$ cat src/rtl/stopwatch_display.sv
// Multiplexed 4-digit common-anode seven-segment driver for the stopwatch digit chain.
// Optional macro LEADING_ZERO_BLANK_EN blanks leading zero digits (d0 always shown).
module stopwatch_display #(
    parameter int nBit   = 18,
    parameter int DP_POS = 2
) (
    input  logic            clk_base,
    input  logic            reset,
    input  logic [nBit-1:0] limit,
    input  logic            hold,
    input  logic [3:0]      d0,
    input  logic [3:0]      d1,
    input  logic [3:0]      d2,
    input  logic [3:0]      d3,
    output logic [3:0]      an,
    output logic [6:0]      seg,
    output logic            dp
);

    localparam logic [nBit-1:0] ONE = {{(nBit-1){1'b0}}, 1'b1};

    logic [nBit-1:0] cnt;
    logic [1:0]      idx;
    logic [15:0]     snap;
    logic            tick;
    logic [3:0]      cur_digit;
    logic            blank;
    logic [6:0]      seg_nxt;

    function automatic logic [6:0] decode(input logic [3:0] v);
        case (v)
            4'd0:    decode = 7'b1000000;
            4'd1:    decode = 7'b1111001;
            4'd2:    decode = 7'b0100100;
            4'd3:    decode = 7'b0110000;
            4'd4:    decode = 7'b0011001;
            4'd5:    decode = 7'b0010010;
            4'd6:    decode = 7'b0000010;
            4'd7:    decode = 7'b1111000;
            4'd8:    decode = 7'b0000000;
            4'd9:    decode = 7'b0010000;
            default: decode = 7'b0111111;
        endcase
    endfunction

    // >= (not ==) so a limit lowered below cnt wraps immediately
    assign tick      = (cnt >= limit);
    assign cur_digit = snap[{idx, 2'b00} +: 4];

`ifdef LEADING_ZERO_BLANK_EN
    // lz[i]: digit i and every more-significant digit are zero
    logic [3:0] lz;
    assign lz[3] = (snap[15:12] == 4'd0);
    genvar gi;
    generate
        for (gi = 0; gi < 3; gi++) begin : g_lz
            assign lz[gi] = lz[gi+1] && (snap[4*gi +: 4] == 4'd0);
        end
    endgenerate
    assign blank = (idx != 2'd0) && lz[idx];
`else
    assign blank = 1'b0;
`endif

    assign seg_nxt = blank ? 7'b1111111 : decode(cur_digit);

    always_ff @(posedge clk_base) begin
        if (!reset) begin
            cnt  <= '0;
            idx  <= 2'd0;
            snap <= 16'h0000;
            an   <= 4'b1111;
            seg  <= 7'b1111111;
            dp   <= 1'b1;
        end else begin
            cnt <= tick ? '0 : cnt + ONE;
            if (tick)
                idx <= idx + 2'd1;
            if (!hold)
                snap <= {d3, d2, d1, d0};
            an  <= ~(4'b0001 << idx);
            seg <= seg_nxt;
            dp  <= (idx != 2'(DP_POS));
        end
    end

endmodule
$ cat config.mk
export PLATFORM = sky130hd
export DESIGN_NAME = stopwatch_display
export DESIGN_NICKNAME = d
export VERILOG_FILES = /design/src/rtl/stopwatch_display.sv
export SDC_FILE = /design/constraint.sdc
export NUM_CORES = 1
export LEC_CHECK = 0
export CAP_MARGIN = 20
export CELL_PAD_IN_SITES_DETAIL_PLACEMENT = 1
export CELL_PAD_IN_SITES_GLOBAL_PLACEMENT = 2
export CORE_ASPECT_RATIO = 2
export CORE_MARGIN = 2
export CORE_UTILIZATION = 31
export CTS_BUF_LIST = sky130_fd_sc_hd__clkbuf_16
export CTS_CLUSTER_SIZE = 25
export DETAILED_ROUTE_END_ITERATION = 7
export GPL_TIMING_DRIVEN = 0
export HOLD_SLACK_MARGIN = 0.06
export PLACE_DENSITY = 0.87
export SLEW_MARGIN = 20
export SYNTH_ARGS = -nofsm -noshare
export SYNTH_HDL_FRONTEND = slang
export SYNTH_SLANG_ARGS = --single-unit
export TNS_END_PERCENT = 50
$ cat constraint.sdc
create_clock -name clk_base -period 2.4 [get_ports clk_base]
set_input_delay 0.36 -clock clk_base [delete_from_list [all_inputs] [get_ports clk_base]]
set_output_delay 0.36 -clock clk_base [all_outputs]
set_load 0.01 [all_outputs]
==> impl_metrics.tcl, run 1 <==
set metrics [dict create \
    yosysWarnings 0 \
    fp.dieH_um 130 \
    finalCritPeriodShare 0.966 \
    clk_latency_ns 0.29 \
    row_count 46 \
    n_fill_cell 898 \
    seq_area_frac_synth 0.380 \
    worstSetupStartpoint "limit[13]" \
    endpoint "idx[1]" \
    critical-path-top-delay-family "simple AND/OR/NAND/NOR gates" \
    hold_buffers 0 \
    r2r_end "idx[1]" \
    ios 49 \
    die_area_mm2 0.00875 \
    switchingPower_w 0.000433 \
    cts_htree_levels 2 \
    arrival_ns 2.53 \
    syn_to_final_growth_pct 31.8 \
    worstSetupStartpointType "input port" \
    multiInputGateArea_mm2 0.00142 \
    stdcell_count 416 \
    wl_per_cell_um 13.8 \
    crit_required_ns 2.62 \
    via_per_inst 4.71 \
    ys_types 29 \
    final_area_mm2 0.00326 \
    grt_overflow 0 \
    relSlewSlack 0.658 \
    ys_ff_latch 47 \
    p_leak_nw 1.38 \
    slew_viol_final 0 \
    final_nets 384 \
    r2r_setup_slack_ns 0.27 \
    syn_nets 327 \
    dpl_cell_area_mm2 0.00305 \
    drive_above_1_share 0.0906 \
    r2r_start "cnt[10]" \
    path_depth 8 \
    finClkSkew_ns 0.00666 \
    antenna_found_initial 0 \
    critPathKind "input port to flop" \
    cts_tree "built" \
    ant_nets 0 \
    finalHoldViolCount 0 \
    diodes 0 \
    fp.dieW_um 67.2 \
    final-seq-area_um2 941 \
    power_frac_seq 0.472 \
    path_buf_inv 2 \
    synthTopCellsByArea "dfxtp_1 38%, ha_1 14%, mux2i_1 8.5%" \
    place_congestion 0.768 \
    initial_core_util 0.316 \
    cpPeakStageDelay_ns 0.53 \
    port_buffers 46 \
    core-area_mm2 0.00783 \
    r2r_cells 6 \
    synth_top_cell_by_area "dfxtp_1" \
    clkPwrFrac 0.397 \
    clk_root_buffer_cell "clkbuf_16" \
    cp_slowest_cell "or4b_4" \
    hold_class "flop to flop" \
    crit_path_end_kind "flop" \
    clk_path_buf_depth 2 \
    grt_usage 0.147 \
    fmax_ghz 0.431 \
    path_clk_slew_ns 0.06 \
    swShare 0.246 \
    avgSynthCellArea_um2 9.44 \
    firstDrtPassIters 4 \
    finalSetupViolations 0 \
    synth_top_area_share 0.380 \
    peakVddDrop_mv 0.354 \
    cp_max_fo 3 \
    synthesis.instances 262 \
    grt_max_degree 16 \
    routed_wl_um 5720 \
    cp_cell_sequence "clkdlybuf4s50_1, inv_1, ha_1, nand4_1, nor4_2, or4b_4, nand3_1, mux2i_1" \
    cts-buffers-inserted 5 \
    dp_cells 404 \
    p_comb_frac 0.131 \
    worstMarginPinSlew_ns 0.512 \
    dr_total_vias 1960 \
    cts.sinks 47 \
    p_int_w 0.00133 \
    cap_violations 0 \
    grt_pass1_vias 2131 \
    drt_iter0_drc 55 \
    powerDensity_mw_per_mm2 541 \
    outcome "finished clean" \
    fin_crit_ns 2.32 \
    synth_area_mm2 0.00247 \
    remaining_drc_errors 0 \
    dp_hpwl_um 4370 \
    grt_pass1_wl_um 9710 \
    whs_ns 0.519 \
]
logic make-up after synthesis:
group | synth area share
mux | 0.121
simple gates | 0.194
compound gates | 0.0470
xor+xnor | 0.0566
flops | 0.380
buf+inv | 0.0592
fa+ha+maj | 0.142
per-layer routing:
layer | track usage | wire, um | vias to the layer above | part of all wire
li1 | - | - | 990 | -
met1 | 0.163 | 2430 | 916 | 0.42
met2 | 0.270 | 2940 | 47 | 0.51
met3 | 0.0310 | 268 | 7 | 0.047
met4 | 0.0468 | 86 | 0 | 0.015
met5 | 0 | 0 | - | 0
per-stage QoR:
stage           util  setup TNS [ns]  power [W]  setup slack (ns)
2_1_floorplan      -               0   0.000960             0.340
3_3_place_gp   0.390           -5.02    0.00106            -0.320
3_5_place_dp   0.390           -5.43    0.00108            -0.351
4_1_cts        0.411               0    0.00177            0.0239
5_1_grt        0.417         -0.0381    0.00185          -0.00988
6_report       0.417               0    0.00176            0.0812
sequential cells by signal, indices dropped and copies added (netlist names):
| name | count |
|---|---|
| an | 4 |
| cnt | 18 |
| idx | 2 |
| seg | 7 |
| snap | 16 |
layout by cell type, fill, tap and decap left out, types with 2 or more instances in the layout:
cell type,count
nand2b_1,2
nand2_1,21
clkdlybuf4s50_1,46
mux4_2,4
clkbuf_16,5
nand3_1,7
nand4_1,7
nor2_1,24
o21ai_0,9
and3_1,2
xnor2_1,5
inv_1,24
and4_1,2
xor2_1,11
mux2i_1,21
nor2b_1,18
ha_4,2
clkbuf_1,5
a21oi_1,11
buf_2,3
dfxtp_1,47
ha_1,26
buf_4,5
Yosys cell counts:
library cell and n:
nand4_4 1, xnor2_1 5, and4bb_2 1, a221oi_1 1, dfxtp_1 47, and2_1 1
and3_1 2, nor4_2 1, o21ai_0 9, a22oi_1 1, inv_1 25, a21oi_1 11
xor2_1 11, nand3_1 7, nor2b_1 18, and4_1 2, buf_6 1, clkbuf_1 5
or4b_4 1, mux2i_1 21, nand2_1 21, buf_2 3, ha_1 28, nand2b_1 2
nand4_1 7, nor2_1 24, and4_2 1, mux4_2 4, buf_4 1
power groups by stage:
stage / Clock (W) / Combinational [W] / Sequential [W]
6_report: 0.000700 / 0.000231 / 0.000832
5_1_grt: 0.000758 / 0.000259 / 0.000836
4_1_cts: 0.000710 / 0.000231 / 0.000832
3_5_place_dp: 0 / 0.000226 / 0.000850
3_3_place_gp: 0 / 0.000216 / 0.000848
2_1_floorplan: 0 / 0.000109 / 0.000850
worst min-delay path by stage:
stage,to,from,depth (start not counted),slack [ns]
after detailed placement,snap[8],snap[8],2,0.51
final,cnt[0],cnt[0],1,0.52
after CTS,snap[8],snap[8],2,0.53
after global routing,cnt[17],cnt[17],2,0.56
after global placement,snap[14],snap[14],2,0.50
after floorplan,cnt[0],cnt[0],1,0.46
worst reg2reg max path: cells and delay by family (launching register included):
kind | cells | cell delay [ns]
adders and majority gates | 1 | 0.31
muxes | 1 | 0.21
and+or+nand+nor | 4 | 1.16
DFF | 1 | 0.37
area by class of cell:
cell class | instances | share of cell area
Timing Repair Buffer | 50 | 0.150
Multi-Input combinational cell | 180 | 0.435
Tap cell | 96 | 0.0368
Sequential cell | 47 | 0.289
Clock buffer | 5 | 0.0384
Buffer | 10 | 0.0161
Clock inverter | 3 | 0.00614
Inverter | 25 | 0.0288
repair_timing:
action | 4_1_cts | 5_1_grt
setup endpoints to repair | 11 | 20
gates cloned | 0 | 1
gates resized for setup | 1 | 4
setup buffers | 2 | 1
pin swaps | 1 | 3
Note: power is estimated with default switching activity, not from simulation.
==> run 2: changes to the inputs <==
- clock period: 2.4 -> 2.26 ns (I/O delays scaled with it)
==> impl_metrics.tcl, run 2 (same netlist as run 1, synthesis figures left out) <==
set metrics [dict create \
    worstMarginPinSlew_ns 0.511 \
    drt_iter0_drc 82 \
    drive_above_1_share 0.171 \
    clk_root_buffer_cell "clkbuf_16" \
    slew_viol_final 0 \
    grt_pass1_vias 2176 \
    cp_slowest_cell "or4b_4" \
    cp_cell_sequence "clkdlybuf4s50_1, inv_1, ha_1, nand2_2, nor4_4, or4b_4, nand4_4, buf_4, nor2_1" \
    fmax_ghz 0.454 \
    worstSetupStartpointType "input port" \
    dr_total_vias 2021 \
    arrival_ns 2.39 \
    p_leak_nw 1.46 \
    crit_path_end_kind "flop" \
    grt_max_degree 16 \
    core-area_mm2 0.00783 \
    powerDensity_mw_per_mm2 550 \
    cts.sinks 47 \
    regMostFlops "cnt" \
    dp_hpwl_um 4370 \
    n_fill_cell 897 \
    cpPeakStageDelay_ns 0.53 \
    hold_class "flop to flop" \
    finClkSkew_ns 0.00684 \
    finalCritPeriodShare 0.974 \
    final_area_mm2 0.00344 \
    remaining_drc_errors 0 \
    ios 49 \
    port_buffers 46 \
    fp.dieH_um 130 \
    antenna_found_initial 0 \
    cts_tree "built" \
    path_clk_slew_ns 0.06 \
    ant_nets 0 \
    initial_core_util 0.316 \
    reg.largest.list "cnt (18), snap (16), seg (7)" \
    clk_latency_ns 0.30 \
    final_nets 391 \
    dpl_cell_area_mm2 0.00305 \
    row_count 46 \
    critPathKind "input port to flop" \
    finalHoldViolCount 0 \
    cp_max_fo 4 \
    pre_cts_slack_ns -0.470 \
    cts-buffers-inserted 5 \
    largest_reg_flops 18 \
    relSlewSlack 0.659 \
    grt_pass1_wl_um 9980 \
    syn_to_final_growth_pct 38.9 \
    fp.dieW_um 67.2 \
    diodes 0 \
    finalSetupViolations 0 \
    fin_ws_ns 0.0585 \
    fin_crit_ns 2.20 \
    tns_ns 0 \
    grt_usage 0.151 \
    clk_path_buf_depth 2 \
    cts_htree_levels 2 \
    die_area_mm2 0.00875 \
    peakVddDrop_mv 0.378 \
    hold_buffers 0 \
    via_per_inst 4.78 \
    outcome "finished clean" \
    final_cell_mix "44 x dfxtp_1, 38 x clkdlybuf4s50_1, 22 x nor2_1, 21 x mux2i_1" \
    crit_required_ns 2.44 \
    wl_per_cell_um 14.7 \
    place_congestion 0.768 \
    utilization 0.439 \
    cap_violations 0 \
    grt_overflow 0 \
    final_common_cell "dfxtp_1" \
    routed_wl_um 6210 \
    firstDrtPassIters 4 \
]
[run 2: cell types whose count changed in the layout (fill, tap and decap cells not counted), sizes merged]
cell           before  now
buf                 9   16
clkdlybuf4s50      46   38
dlygate4sd2         0    4
dlymetal6s2s        0    4
[run 2: per-layer routing]
layer / vias up / routed length, um / global-route usage
li1: 1004 / - / -
met1: 951 / 2500 / 0.168
met2: 60 / 3310 / 0.278
met3: 6 / 301 / 0.0310
met4: 0 / 98 / 0.0468
met5: - / 0 / 0
[run 2: through the flow]
| stage | instances | hold slack [ns] | total power (W) |
|---|---|---|---|
| global placement | 404 | 0.497 | 0.00113 |
| global route | 423 | 0.554 | 0.00199 |
| detailed placement | 404 | 0.507 | 0.00114 |
| finish | 423 | 0.501 | 0.00189 |
| CTS | 419 | 0.518 | 0.00189 |
| floorplan | 262 | 0.464 | 0.00102 |
[run 2: path summary, 6_finish.rpt]
path | startpoint | cells after the start | slack, ns | end
worst max-delay path | limit[6] | 9 | 0.06 | cnt[12]
worst min-delay path | cnt[0] | 1 | 0.50 | cnt[0]
worst max register to register | cnt[16] | 8 | 0.08 | cnt[12]
worst min register to register | cnt[0] | 1 | 0.50 | cnt[0]
[run 2: worst max-delay path, delay by kind of cell]
family,cells,cell delay (ns)
adders and majority gates,1,0.28
buffers and inverters,3,0.65
and+or+nand+nor,5,1.12
[run 2: what timing repair did]
item / CTS / global route
gates cloned: 1 / 0
setup buffers: 6 / 4
setup endpoints to repair: 20 / 20
resized for setup: 17 / 20
pin swaps: 8 / 5
[run 2: area by class of cell]
cell class,instances,area [um2],share of cell area
Tap cell,96,120,0.0350
Sequential cell,47,945,0.275
Clock buffer,5,125,0.0364
Buffer,10,52.6,0.0153
Inverter,25,93.8,0.0273
Multi-Input combinational cell,180,1520,0.444
Timing Repair Buffer,57,556,0.162
Clock inverter,3,20.0,0.00583
[run 2: power by group]
part | internal [W] | switching, W | total (W)
clock | 0.000409 | 0.000337 | 0.000746
sequential | 0.000863 | 0.0000200 | 0.000883
combinational | 0.000148 | 0.000115 | 0.000263
